## src/rtl/ge_seq_individual.sv

```systemverilog
// Sequential GE individual: runs a loaded program of bitwise register-transfer instructions
// over NREG working registers, one instruction per clock, with valid/ready on both sides.
module ge_seq_individual #(
   parameter int unsigned WIDTH      = 16,
   parameter int unsigned NREG       = 4,
   parameter int unsigned PROG_DEPTH = 16
) (
   input  logic                               clk,
   input  logic                               rst_n,
   input  logic                               prog_we,
   input  logic [$clog2(PROG_DEPTH)-1:0]      prog_addr,
   input  logic [4+2*$clog2(NREG)-1:0]        prog_data,
   input  logic [$clog2(PROG_DEPTH):0]        prog_len,
   input  logic                               in_valid,
   output logic                               in_ready,
   input  logic [NREG*WIDTH-1:0]              in_data,
   output logic                               out_valid,
   input  logic                               out_ready,
   output logic [NREG*WIDTH-1:0]              out_data,
   output logic                               busy
);

   localparam int unsigned A  = $clog2(NREG);
   localparam int unsigned P  = $clog2(PROG_DEPTH);
   localparam int unsigned IW = 4 + 2 * A;

   localparam logic [P:0] LenMax = PROG_DEPTH[P:0];
   localparam logic [P:0] LenOne = {{P{1'b0}}, 1'b1};

   typedef enum logic [1:0] {StIdle, StRun, StDone} state_e;
   typedef enum logic [2:0] {OpNop, OpMov, OpLnot, OpAnd, OpOr, OpXor, OpBnot, OpHalt} op_e;

   logic [IW-1:0] mem [PROG_DEPTH];

   state_e                       state_q, state_d;
   logic [P-1:0]                 pc_q, pc_d;
   logic [P:0]                   len_q, len_d;
   logic [NREG-1:0][WIDTH-1:0]   regs_q, regs_d;
   logic [NREG-1:0][WIDTH-1:0]   opnd_q, opnd_d;

   logic [IW-1:0]    instr;
   op_e              op;
   logic [A-1:0]     dst, src;
   logic             src_in;
   logic [WIDTH-1:0] s, d;

   assign instr  = mem[pc_q];
   assign op     = op_e'(instr[IW-1 -: 3]);
   assign dst    = instr[IW-4 -: A];
   assign src_in = instr[A];
   assign src    = instr[A-1:0];

   assign in_ready  = (state_q == StIdle);
   assign out_valid = (state_q == StDone);
   assign busy      = (state_q != StIdle);
   assign out_data  = regs_q;

   // Program memory is deliberately not reset; it survives a reset abort.
   always_ff @(posedge clk) begin
      if (prog_we && state_q == StIdle) begin
         mem[prog_addr] <= prog_data;
      end
   end

   always_comb begin
      state_d = state_q;
      pc_d    = pc_q;
      len_d   = len_q;
      regs_d  = regs_q;
      opnd_d  = opnd_q;
      s       = src_in ? opnd_q[src] : regs_q[src];
      d       = regs_q[dst];

      unique case (state_q)
         StIdle: begin
            if (in_valid) begin
               regs_d  = in_data;
               opnd_d  = in_data;
               len_d   = (prog_len > LenMax) ? LenMax : prog_len;
               pc_d    = '0;
               state_d = StRun;
            end
         end
         StRun: begin
            // An empty program still spends one cycle here so the minimum latency is one edge.
            if (len_q == '0) begin
               state_d = StDone;
            end else begin
               case (op)
                  OpMov:   d = s;
                  OpLnot:  d = WIDTH'(s == '0);
                  OpAnd:   d = d & s;
                  OpOr:    d = d | s;
                  OpXor:   d = d ^ s;
                  OpBnot:  d = ~s;
                  default: d = regs_q[dst];
               endcase
               if (op == OpHalt) begin
                  state_d = StDone;
               end else begin
                  regs_d[dst] = d;
                  if ({1'b0, pc_q} == len_q - LenOne) begin
                     state_d = StDone;
                  end else begin
                     pc_d = pc_q + 1'b1;
                  end
               end
            end
         end
         StDone: begin
            if (out_ready) begin
               state_d = StIdle;
            end
         end
         default: state_d = StIdle;
      endcase
   end

   always_ff @(posedge clk or negedge rst_n) begin
      if (!rst_n) begin
         state_q <= StIdle;
         pc_q    <= '0;
         len_q   <= '0;
         regs_q  <= '0;
         opnd_q  <= '0;
      end else begin
         state_q <= state_d;
         pc_q    <= pc_d;
         len_q   <= len_d;
         regs_q  <= regs_d;
         opnd_q  <= opnd_d;
      end
   end

endmodule

```

## config.mk

```make
export PLATFORM = sky130hd
export DESIGN_NAME = ge_seq_individual
export DESIGN_NICKNAME = d
export VERILOG_FILES = /design/src/rtl/ge_seq_individual.sv
export SDC_FILE = /design/constraint.sdc
export NUM_CORES = 1
export LEC_CHECK = 0
export BUFFER_PORTS_ARGS = -buffer_cell sky130_fd_sc_hd__buf_4
export CORE_MARGIN = 10
export CORE_UTILIZATION = 25
export CTS_CLUSTER_SIZE = 20
export DETAILED_ROUTE_END_ITERATION = 12
export RECOVER_POWER = 100
export SKIP_LAST_GASP = 1
export SYNTH_ARGS = -nofsm -noshare
export SYNTH_HDL_FRONTEND = slang
export SYNTH_SLANG_ARGS = --single-unit
```

## constraint.sdc

```tcl
create_clock -name clk -period 4.7 [get_ports clk]
set_input_delay 0.94 -clock clk [delete_from_list [all_inputs] [get_ports clk]]
set_output_delay 0.94 -clock clk [all_outputs]
set_load 0.01 [all_outputs]
```

==> summary.txt, run 1 <==
Run status
  – Status: finished, violations left
  – Failing checks: capacitance limit, slew limit

Setup path
  – Cells traversed along the worst timing path: buf_4 -> mux4_2 -> mux4_2 -> and2_1 -> nand2_1 -> nand2b_1 -> nand2_1 -> o21ai_1 -> clkbuf_1 -> nand2_1 -> o211ai_1
  – Type of destination of the critical path: flip-flop
  – Delay contributed by the slowest stage of the critical path: around 700 ps
  – Setup Crit Path Kind: flip-flop to flip-flop
  – Crit path DAT: around 4900 ps
  – Kind of start point of the critical path: flip-flop
  – Worst path bufs/invs: 2
  – Cell with the biggest individual delay on the critical path: mux4_2
  – Register-to-register setup slack: ~230 ps
  – Data required time of the critical path: 5140 ps
  – Crit-path max FO: 18
  – Cell family contributing the most delay on the critical path: multiplexers
  – CP dominant cell by count: nand2_1

STA
  – Worst Hold Slack: about 470 ps
  – Setup Viol. Count Final: 0
  – Maximum clock rate: 224 MHz
  – Tmin final: 4470 ps
  – Unrepaired setup endpoints after global routing: no
  – Setup Total Neg Slack: 0 ps
  – Worst setup margin: between 200 and 250 ps
  – Final Max Slew Viols: 258
  – Clock Skews: around 19 ps
  – Headroom to the max-slew limit: -0.508
  – Final worst path period share: 0.951
  – Hold Violations, Final: 0
  – Transition time at the pin with the least slew margin: about 2300 ps

GRT
  – Via count of the first global-routing pass: roughly 11000
  – Global-route wire length before repair: around 75000 um
  – Global routing usage summed across all routing layers: 0.146
  – Pin count of the biggest net entering global routing: 85
  – Remaining global-route overflow: 0
  – Initial antenna violation count: 1

Logic synthesis
  – Instance count of the mapped netlist: between 1000 and 1500
  – Avg Cell Area, Syn: roughly 11 um^2
  – Flip-flop cell with the highest count after synthesis: dfrtp_1
  – Number of synthesis warnings: 0
  – Number of flip-flops and latches in the synthesized netlist: approximately 270
  – Sequential cell area fraction in the yosys report: 0.518
  – Number of enable-type register cells in the synthesized netlist: 128
  – Synth Cell Area: about 14000 um^2
  – Async S/R FF share, synth: 0.521
  – Synthesized net count: roughly 1400
  – Yosys cell types: 75

Placement
  – DP Wirelength: roughly 36000 um
  – Cell area reported after detailed placement: around 16000 um^2
  – # placed instances: between 2000 and 2500
  – Port Buffer Count: 152
  – GPL Wtd Cong: roughly 0.90
  – Post-placement worst setup slack: 303 ps

Pwr
  – Max IR drop VDD: ~0.37 mV
  – Sequential fraction of design power: 0.279
  – PnR Total Power: roughly 13 mW
  – Net Sw Power: between 6 and 7 mW
  – Internal: about 7.1 mW
  – Fraction of power spent switching nets: 0.462
  – Combinational group share of total power: 0.543
  – Clock power share: 0.178
  – Static leakage power: ~6.7 nW
  – PwrDens: 779 nW/um^2

Clocking
  – Post-CTS setup buffer count: 0
  – H-tree depth reported by CTS: 1
  – Latest clock arrival within the worst-skew pair: between 500 and 600 ps
  – Clock net sink count: ~270
  – Maximum clock path buffer count: 3
  – Clock edge transition at the registers on the reported setup and hold paths: roughly 70 ps
  – Inserted Clock Buffers: 28
  – TritonCTS clock tree: done
  – Root Buffer: clkbuf_16
  – Number of cells upsized or downsized after cts: 0
  – CTS hold repair buffers: 0

Detailed routing
  – DRC violation count after routing: 0
  – Number of vias per cell after detailed routing: 5.16
  – Number of nets with antenna violations after detailed routing: 0
  – Wire length reported by the detailed router: 50000 um
  – Vias: 11200
  – Average wire length per cell after detail routing: between 20 and 25 um
  – Number of DRC violations after detailed-routing iteration 0: 953
  – Initial DRT Pass Iterations: 6

Die
  – Die Outline Area: around 66000 um^2
  – I/O pin cnt: roughly 150
  – Floorplan core area: 56200 um^2
  – Die H: 258 um
  – # rows: 87
  – Starting utilization of the core area: 0.252
  – Width of the die: between 200 and 300 um

Flow run
  – Max-cap violations: 9

Layout
  – Ant diodes: 0
  – Number of standard cells in the final layout excluding fillers: approximately 2200
  – Relative area change from synthesis to final layout: 19.1%
  – Fin util: 0.300
  – Highest-count cells in the layout ignoring fill and taps: nand2_1 (269), dfrtp_1 (138), edfxtp_1 (128), buf_4 (112), clkbuf_1 (82)
  – Layout cells sized above 1: 0.196
  – Layout Nets: ~1500
  – FILL cells: 5826
  – Leading cell type in the layout, fill and taps excluded: nand2_1
  – Layout Cell Area excl Fill: between 15000 and 20000 um^2

Hold path
  – Hold Path Class: flip-flop to flip-flop
[registers in the layout, indices dropped and copies added, names as in the netlist]
name,count
len_q,5
mem,128
opnd_q,64
out_data,64
pc_q,4
state_q,2
[worst register-to-register path: stages, from the launching register on]
cell,delay [ps]
dfrtp_2,660
buf_4,310
mux4_2,550
mux4_2,700
and2_1,450
nand2_1,170
nand2b_1,210
nand2_1,210
o21ai_1,470
clkbuf_1,390
nand2_1,140
o211ai_1,80
[kinds of logic after synthesis]
| group | after synthesis | share of synthesized area |
|---|---|---|
| and+or+nand+nor | 413 | 0.128 |
| muxes | 114 | 0.127 |
| DFF | 267 | 0.518 |
| xor gates and xnor gates | 8 | 0.00496 |
| buffers and inverters | 117 | 0.0395 |
| adders and majority gates | 34 | 0.0301 |
| AOI/OAI and AO/OA | 291 | 0.152 |
[layout make-up]
cell class	instances	area (um^2)	share of cell area
inverter	43	161	0.00959
sequential	267	7320	0.435
timing repair buffer	194	1170	0.0694
clock buffer	35	767	0.0456
tap	756	946	0.0562
multi-input combinational	860	6270	0.372
clock inverter	17	198	0.0117
[power groups by stage]
stage | combinational (mW) | sequential [mW] | clock [mW]
6_report | 7.12 | 3.66 | 2.33
3_5_place_dp | 7.27 | 3.68 | 0
3_3_place_gp | 7.03 | 3.67 | 0
5_1_grt | 7.80 | 3.73 | 2.47
4_1_cts | 7.31 | 3.65 | 2.37
2_1_floorplan | 4.82 | 3.54 | 0
[path summary, 6_finish.rpt]
check,cells after the start,from,endpoint
hold reg to reg,2,opnd_q[46],opnd_q[46]
setup reg to reg,11,pc_q[0],out_data[37]
hold / removal,2,opnd_q[46],opnd_q[46]
max in group asynchronous,2,rst_n,opnd_q[21]
setup / recovery,11,pc_q[0],out_data[37]
min in group asynchronous,1,rst_n,out_data[25]
[layer usage]
metal  vias up  part of all wire  routed length (um)  track usage
li1       4948                 -                   -            -
met1      5634              0.42               21000        0.194
met2       548              0.47               23600        0.237
met3        79             0.090                4500       0.0386
met4         2             0.018                 916       0.0276
met5         -           0.00026                  13            0
[synth_stat cells, drive strengths merged, types with 10 or more instances]
cell type,instances,area [um^2]
a21oi,45,248
mux2i,45,492
clkbuf,46,173
dfrtp,139,3480
buf,28,224
nand2b,10,65.1
o22ai,18,131
nand4,12,75.1
o21ai,70,354
a2bb2oi,10,100
inv,43,161
a22oi,15,123
mux2,22,248
nand2,272,1030
a221oi,12,155
a221o,21,210
edfxtp,128,3840
o211ai,42,315
a21boi,11,82.6
nand3,15,75.1
mux4,47,1060
ha,34,425
and3,11,68.8
nor2,52,215
Power figures use the tool's default switching activity.
==> run 2: changes to the inputs <==
Clock period 4.7 ns to 4.4 ns, I/O delays scaled along.
==> run 2 against run 1 <==
- the run still ends with capacitance limit, slew limit left
- first-iteration DRC count rose by 20%
- maximum frequency up 6.9%
- clock skew up 7.7 ps
- highest routed layer is now met4
==> summary.txt, run 2 (synthesis results as in run 1) <==
Clocking
  – Root Buffer: clkbuf_16
  – Clock net sink count: 267 (unchanged)
  – H-tree depth reported by CTS: 1 (unchanged)
  – Inserted Clock Buffers: 28 (unchanged)
  – TritonCTS clock tree: done
  – Maximum clock path buffer count: 3 (unchanged)
  – Latest clock arrival within the worst-skew pair: 590 ps (about the same)
  – Clock edge transition at the registers on the reported setup and hold paths: 60 ps (about the same)

Detailed routing
  – Vias: 11000 (-1.7%)
  – Number of DRC violations after detailed-routing iteration 0: 1146 (+20%)
  – Number of vias per cell after detailed routing: 5.05 (-2.2%)
  – Wire length reported by the detailed router: 48600 um (-2.9%)
  – DRC violation count after routing: 0 (unchanged)
  – Number of nets with antenna violations after detailed routing: 0 (unchanged)
  – Initial DRT Pass Iterations: 5 (-1)
  – Average wire length per cell after detail routing: 22.2 um (-3.4%)

Die
  – Floorplan core area: 56200 um^2 (unchanged)
  – # rows: 87 (unchanged)
  – Die Outline Area: 66400 um^2 (unchanged)
  – Die H: 258 um (unchanged)
  – Starting utilization of the core area: 0.252 (unchanged)
  – Width of the die: 258 um (unchanged)
  – I/O pin cnt: 153 (unchanged)

Pwr
  – Max IR drop VDD: 0.380 mV (+3.0%)
  – Static leakage power: 6.75 nW (+0.51%)
  – PwrDens: 824 nW/um^2 (+5.8%)

Setup path
  – Crit-path max FO: 12 (-6)
  – Type of destination of the critical path: flip-flop
  – Setup Crit Path Kind: flip-flop to flip-flop
  – Crit path DAT: 4630 ps (-280 ps)
  – Data required time of the critical path: 4850 ps (-290 ps)
  – Kind of start point of the critical path: flip-flop

GRT
  – Global routing usage summed across all routing layers: 0.141 (-0.00481)
  – Remaining global-route overflow: 0 (unchanged)
  – Pin count of the biggest net entering global routing: 95 (+12%)
  – Global-route wire length before repair: 72600 um (-3.0%)
  – Via count of the first global-routing pass: 11100 (-1.5%)
  – Initial antenna violation count: 0 (-1)

STA
  – Clock Skews: 26.3 ps (+7.73 ps)
  – Final Max Slew Viols: 203 (-21%)
  – Hold Violations, Final: 0 (unchanged)
  – Final worst path period share: 0.950 (-0.000981)
  – Headroom to the max-slew limit: -0.674 (-0.166)
  – Setup Total Neg Slack: 0 ps (unchanged)
  – Maximum clock rate: 239 MHz (+6.9%)
  – Tmin final: 4180 ps (-290 ps)
  – Transition time at the pin with the least slew margin: 2510 ps (+249 ps)
  – Worst setup margin: 220 ps (-10.4 ps)
  – Setup Viol. Count Final: 0 (unchanged)

Layout
  – Highest-count cells in the layout ignoring fill and taps: nand2_1 (269), dfrtp_1 (137), edfxtp_1 (128), buf_4 (122), clkbuf_1 (78)
  – Flip-flop count of the largest register, all copies and words added: 128 (unchanged)
  – Register with the most flip-flops: mem
  – Layout cells sized above 1: 0.207 (+0.0104)
  – Layout Nets: 1526 (+0.79%)
  – Ant diodes: 0 (unchanged)
  – Relative area change from synthesis to final layout: 19.4%
  – Leading cell type in the layout, fill and taps excluded: nand2_1

Placement
  – Port Buffer Count: 152 (unchanged)
  – DP Wirelength: 35400 um (-1.5%)
  – Post-placement worst setup slack: 103 ps (-200 ps)
  – GPL Wtd Cong: 0.888 (-1.6%)

Flow run
  – Max-cap violations: 7 (-2)

Run status
  – Status: finished, violations left
  – Failing checks: capacitance limit, slew limit

Hold path
  – Hold Path Class: flip-flop to flip-flop
run 2: changes by cell type in the layout (fill, tap and decap cells not counted), moves of 4 or more:
cell / previous run / this run
buf_4: 112 / 122
clkinv_2: 5 / 11
clkbuf_1: 82 / 78
o21ai_0: 51 / 38
o21ai_1: 16 / 29
run 2: worst max-delay path, stage by stage (launching register included):
cell	delay, ps
dfrtp_1	370
buf_6	190
mux4_2	540
mux2i_4	200
buf_4	200
mux2_2	350
a221o_1	290
mux2i_1	210
mux2i_2	160
inv_1	90
ha_1	220
nand2_1	60
o21ai_0	90
o22ai_1	170
o22ai_1	180
a41oi_2	280
nor2_1	110
a221o_1	340
run 2: final timing paths:
path	slack, ps	cells past startpoint	endpoint	from
max reg2reg	220	17	out_data[48]	pc_q[1]
max	220	17	out_data[48]	pc_q[1]
min	480	2	opnd_q[29]	opnd_q[29]
min reg2reg	480	2	opnd_q[29]	opnd_q[29]
max in group asynchronous	720	2	pc_q[2]	rst_n
min in group asynchronous	1070	1	out_data[25]	rst_n
run 2: power breakdown:
group,switching (mW),internal [mW],leakage [nW],total [mW]
clock,1.06,1.26,0.449,2.32
combinational,4.71,3.00,3.41,7.71
sequential,0.644,3.24,2.89,3.89
run 2: layout make-up:
type	instances	area, um^2
timing repair buffer	206	1280
tap	756	946
sequential	267	7330
clock inverter	21	160
multi-input combinational	860	6280
inverter	43	161
clock buffer	30	728
fill	5825	39300
run 2: routing by layer:
metal,part of all wire,GRT usage,wire length (um),up-vias
li1,-,-,-,4954
met1,0.42,0.189,20500,5502
met2,0.47,0.226,22600,504
met3,0.094,0.0381,4570,65
met4,0.018,0.0276,875,0
met5,0,0,0,-
run 2: through the flow:
| stage | total power [mW] | instances | hold slack (ps) | instance area [um^2] | utilization |
|---|---|---|---|---|---|
| floorplan | 8.93 | 1244 | 438 | 14100 | - |
| global placement | 11.5 | 2128 | 456 | 16300 | 0.290 |
| detailed placement | 11.8 | 2128 | 462 | 16300 | 0.290 |
| CTS | 14.1 | 2179 | 231 | 17200 | 0.306 |
| global route | 14.9 | 2183 | 495 | 16900 | 0.300 |
| finish | 13.9 | 2183 | 480 | 16900 | 0.300 |
run 2: repair_timing:
action                                  in CTS  in global routing
buffers inserted                             0                  4
gates resized for setup                      0                  8
hold endpoints to repair                     0                  0
endpoints found under the setup margin       0                 26
hold buffers                                 0                  0
